`src/rtl/systolic_pkg.sv`:
```
// -----------------------------------------------------------------------------
// systolic_pkg
//   Shared declarations for the systolic multiplier and its result serializer.
//   - ser_state_t : serializer FSM states (IDLE, STREAM)
//   - idx_width   : index width for a SIZE-wide dimension, never below 1 bit
// -----------------------------------------------------------------------------
package systolic_pkg;

   typedef enum logic {
      IDLE   = 1'b0,
      STREAM = 1'b1
   } ser_state_t;

   // Width of a row/column index: max(1, clog2(n)).
   function automatic int idx_width(input int n);
      return (n > 2) ? $clog2(n) : 1;
   endfunction

endpackage

```
`src/rtl/matrix_result_serializer.sv`:
```
// -----------------------------------------------------------------------------
// matrix_result_serializer
//   Captures a SIZE x SIZE result matrix from the systolic multiplier on a
//   one-cycle strobe and streams it out element by element in row-major order
//   over a valid/ready interface.
//
// Ports
//   clock      : rising-edge clock
//   nreset     : asynchronous active-low reset
//   capture_i  : result-ready strobe; matrix_i is sampled when it is accepted
//   matrix_i   : result matrix, matrix_i[row][col] is one WIDTH-bit element
//   m_valid_o  : output element valid (high exactly while streaming)
//   m_ready_i  : downstream ready
//   m_data_o   : current element
//   m_row_o    : row index of m_data_o
//   m_col_o    : column index of m_data_o
//   m_last_o   : high on element (SIZE-1, SIZE-1)
//   busy_o     : high while streaming
//   overrun_o  : one-cycle pulse when a capture is dropped
//   state_o    : debug view of the FSM state (0 = IDLE, 1 = STREAM)
//
// Handshake: a beat transfers on a rising edge where m_valid_o and m_ready_i
// are both high. m_valid_o comes straight from the state register, so it never
// depends on m_ready_i; while m_valid_o is high and m_ready_i is low, data,
// indices and m_last_o hold.
// -----------------------------------------------------------------------------
module matrix_result_serializer
   import systolic_pkg::*;
#(
   parameter int WIDTH = 4,
   parameter int SIZE  = 2
) (
   input  logic                                    clock,
   input  logic                                    nreset,
   input  logic                                    capture_i,
   input  logic [SIZE-1:0][SIZE-1:0][WIDTH-1:0]    matrix_i,
   output logic                                    m_valid_o,
   input  logic                                    m_ready_i,
   output logic [WIDTH-1:0]                        m_data_o,
   output logic [idx_width(SIZE)-1:0]              m_row_o,
   output logic [idx_width(SIZE)-1:0]              m_col_o,
   output logic                                    m_last_o,
   output logic                                    busy_o,
   output logic                                    overrun_o,
   output logic                                    state_o
);

   localparam int            IW       = idx_width(SIZE);
   localparam logic [IW-1:0] LAST_IDX = IW'(SIZE - 1);

   ser_state_t                            state_q, state_n;
   logic [SIZE-1:0][SIZE-1:0][WIDTH-1:0]  buffer_q;
   logic [IW-1:0]                         row_q, row_n;
   logic [IW-1:0]                         col_q, col_n;
   logic [WIDTH-1:0]                      data_q, data_n;
   logic                                  last_q, last_n;
   logic                                  overrun_q, overrun_n;
   logic                                  load;
   logic                                  transfer;
   logic                                  at_last;

   assign transfer = (state_q == STREAM) && m_ready_i;
   assign at_last  = (row_q == LAST_IDX) && (col_q == LAST_IDX);

   always_ff @(posedge clock or negedge nreset) begin
      if (!nreset) begin
         state_q   <= IDLE;
         buffer_q  <= '0;
         row_q     <= '0;
         col_q     <= '0;
         data_q    <= '0;
         last_q    <= 1'b0;
         overrun_q <= 1'b0;
      end else begin
         state_q   <= state_n;
         if (load) begin
            buffer_q <= matrix_i;
         end
         row_q     <= row_n;
         col_q     <= col_n;
         data_q    <= data_n;
         last_q    <= last_n;
         overrun_q <= overrun_n;
      end
   end

   always_comb begin
      state_n   = state_q;
      row_n     = row_q;
      col_n     = col_q;
      load      = 1'b0;
      overrun_n = 1'b0;

      case (state_q)
         IDLE: begin
            if (capture_i) begin
               load    = 1'b1;
               row_n   = '0;
               col_n   = '0;
               state_n = STREAM;
            end
         end
         STREAM: begin
            if (transfer) begin
               if (at_last) begin
                  // A capture landing on the final beat reloads with no bubble.
                  if (capture_i) begin
                     load  = 1'b1;
                     row_n = '0;
                     col_n = '0;
                  end else begin
                     state_n = IDLE;
                  end
               end else if (col_q == LAST_IDX) begin
                  col_n = '0;
                  row_n = row_q + 1'b1;
               end else begin
                  col_n = col_q + 1'b1;
               end
            end
            // Any other capture while streaming is dropped and flagged.
            if (capture_i && !(transfer && at_last)) begin
               overrun_n = 1'b1;
            end
         end
         default: state_n = IDLE;
      endcase
   end

   // The output element is registered: it is looked up from the buffer at the
   // next indices, or straight from matrix_i when the buffer is being loaded.
   always_comb begin
      data_n = data_q;
      if (load) begin
         data_n = matrix_i[0][0];
      end else if (state_n == STREAM) begin
         data_n = buffer_q[row_n][col_n];
      end
      last_n = (state_n == STREAM) && (row_n == LAST_IDX) && (col_n == LAST_IDX);
   end

   assign m_valid_o = (state_q == STREAM);
   assign busy_o    = (state_q == STREAM);
   assign m_data_o  = data_q;
   assign m_row_o   = row_q;
   assign m_col_o   = col_q;
   assign m_last_o  = last_q;
   assign overrun_o = overrun_q;
   assign state_o   = state_q;

endmodule

```
`config.mk`:
```
export PLATFORM = sky130hd
export DESIGN_NAME = matrix_result_serializer
export DESIGN_NICKNAME = d
export VERILOG_FILES = /design/src/rtl/systolic_pkg.sv /design/src/rtl/matrix_result_serializer.sv
export SDC_FILE = /design/constraint.sdc
export NUM_CORES = 1
export LEC_CHECK = 0
export CAP_MARGIN = 25
export CORE_MARGIN = 5
export CORE_UTILIZATION = 35
export DETAILED_ROUTE_END_ITERATION = 16
export HOLD_SLACK_MARGIN = 0.05
export PLACE_DENSITY = 0.62
export SYNTH_ARGS = -nofsm -noshare
export SYNTH_HDL_FRONTEND = slang
export SYNTH_SLANG_ARGS = --single-unit
```
`constraint.sdc`:
```
create_clock -name clock -period 2.92 [get_ports clock]
set_clock_uncertainty 0.05 [all_clocks]
set_input_delay 0.584 -clock clock [delete_from_list [all_inputs] [get_ports clock]]
set_output_delay 0.584 -clock clock [all_outputs]
set_load 0.01 [all_outputs]
```
==> run metrics <==
status complete, no violations; placer congestion estimate 0.730; gr ovfl total 0; setup TNS 0 ps; TritonCTS clock tree built; clock sink count 25; startpoint types primary input; maximum vdd drop 0.315 mV; Ys Warns 0; clock period minus worst slack 2150 ps; Vert. Die Dim 68.8 um; Setup Fix Bufs, Post-CTS 0; RSZ-0062 raised after global routing false; Yosys reg bits 25; Layout Cells excl Fill 169; final count of hold timing violations 0; CP arrival 2340 ps; count of flip-flops with a built-in enable after synthesis 0; post-route setup slack 770 ps; # placed instances 165; I/O Buffers 30; # diodes 0; Pwr Density 948 nW/um^2; clock slew at reported path FFs 140 ps; TritonCTS Buffers 3; worst skew pair latency 320 ps; utilization after layout 46.9%; fill cell count 322; core footprint 3340 sq um; Initial Utilization 36.2%; Worst Setup EP m_data_o[2]; Setup Slack @ Placement 403 ps; # hold bufs at CTS 0; global-route wire length before repair 3.93 mm; Pre-antenna DRT Iters 4; DRT iter0 DRCs 50; CTS H-tree lvls 1; Static Leakage 0.664 nW; Hold Path Class reg2reg; # nets final 145; Post-CTS Resized 0; Worst Setup SP capture_i; crit end category flip-flop; total wire length 2.36 mm; placed inst area 1540 sq um; # DRC 0; Post-DP HPWL 1.81 mm; sequential fraction of the synthesis area 51.8%; # rows 21; Crit Reg-Reg Startpoint m_row_o; fin area 1570 sq um; worst reg2reg setup slack 1020 ps; antenna violations before repair 0; largest net degree at the start of global routing 26; MaxCap Viol Count 0; asr flop ratio synth 100%; fin crit share 73.6%; I/O pin cnt 31; Layout area overhead 29.6%; Overall Power 1.48 mW; Post-Syn Area 1210 sq um; CP Max Fanout 13; number of global-route vias before repair 807; root buffer cell clkbuf_4; worst-case clock buffer depth 2; Final Max Tran Viols 0; Routed Antenna Nets 0; Avg Cell Area, Syn 13.0 sq um; top_reg_cell synth dfrtp_1; Final Hold Slack 471 ps; average wire per cell in the routed design 14.0 um; FF-to-FF End m_data_o[1]; GRT Total Usage 11.3%; Post-Synthesis Cells 93; Die Area 4730 sq um; setup violators final 0; routed vias 809; number of distinct library cells after synthesis 29; Critical Path RT 3110 ps; crit path kind in2reg; Worst-Margin Slew 441 ps; fmax 0.465 GHz; layout cells sized above 1 23.6%; Die X 68.8 um; vias per cell 4.79; Mapped Nets 114; Rel. slew slack 70.5%; Worst R2R Path Depth 6
-- kinds of logic (layout without fill, tap and decap cells) --
group	count (synthesis)	count (layout)	share of synthesized area, %
AND/OR/NAND/NOR	21	21	11.4
multiplexers	23	23	20.7
AO/OA/AOI/OAI	15	15	11.3
adder cells (fa/ha/maj)	1	1	1.04
flip-flops	25	25	51.8
buffers and inverters	8	38	3.83
-- worst max-delay path: stages --
cell	delay (ps)
clkdlybuf4s50_1	630
nand2b_1	270
o211ai_2	370
nand2b_1	200
a211oi_1	60
a211oi_1	220
-- where the power goes --
part,total [mW],switching [mW],internal [mW]
Combinational,0.724,0.317,0.407
Sequential,0.607,0.0947,0.512
Clock,0.153,0.102,0.0513
Total,1.48,0.513,0.971
-- layout by cell type, fill, tap and decap left out, types with 2 or more instances in the layout --
cell type,synthesis,layout
mux2_2,16,16
nand3b_1,2,2
inv_1,2,2
clkdlybuf4s50_1,0,30
dfrtp_1,25,25
nand2b_1,3,3
and2_1,3,3
a211oi_1,7,7
mux2i_1,7,7
a221oi_2,2,2
nand2_1,2,2
a21boi_0,2,2
clkbuf_4,0,3
nor2b_1,4,4
-- layout make-up --
| type | instances | area [sq um] | share of cell area (%) |
|---|---|---|---|
| Multi-Input combinational cell | 60 | 537 | 34.3 |
| Clock buffer | 3 | 22.5 | 1.44 |
| Sequential cell | 25 | 626 | 39.9 |
| Timing Repair Buffer | 31 | 308 | 19.6 |
| Clock inverter | 1 | 5.00 | 0.319 |
| Tap cell | 46 | 57.6 | 3.67 |
| Inverter | 3 | 11.3 | 0.719 |
-- how the worst min path moves through the flow --
stage / start / to / cells past startpoint / slack (ps)
floorplan: nreset / buffer_q[0] / 0 / 240
global placement: buffer_q[0] / buffer_q[0] / 1 / 440
detailed placement: buffer_q[10] / buffer_q[10] / 1 / 440
CTS: buffer_q[10] / buffer_q[10] / 1 / 470
global route: buffer_q[7] / buffer_q[7] / 1 / 490
finish: buffer_q[10] / buffer_q[10] / 1 / 470
-- registers in the layout, indices dropped and copies added, names as in the netlist --
signal     flops
m_last_o       1
m_col_o        1
busy_o         1
m_data_o       4
buffer_q      16
m_row_o        1
overrun_o      1
-- synth_stat cells (all sizes together), types with 2 or more instances --
cell type	instances	area share (%)
and2	3	1.6
inv	3	0.93
nand3b	2	1.2
nand2b	3	1.6
nand2	3	1.1
a211oi	8	5.4
a221oi	2	2.5
mux2	16	15
mux2i	7	5.8
nor2	2	0.83
nor2b	5	3.2
dfrtp	25	52
a21boi	2	1.2
buf	4	2.6
-- metal layers --
layer / share of wire [%] / track usage [%]
met5: 0 / 0
met1: 46 / 16.1
met2: 48 / 17.2
met3: 4.8 / 1.94
met4: 1.4 / 4.38
(Power assumes the default switching activity.)
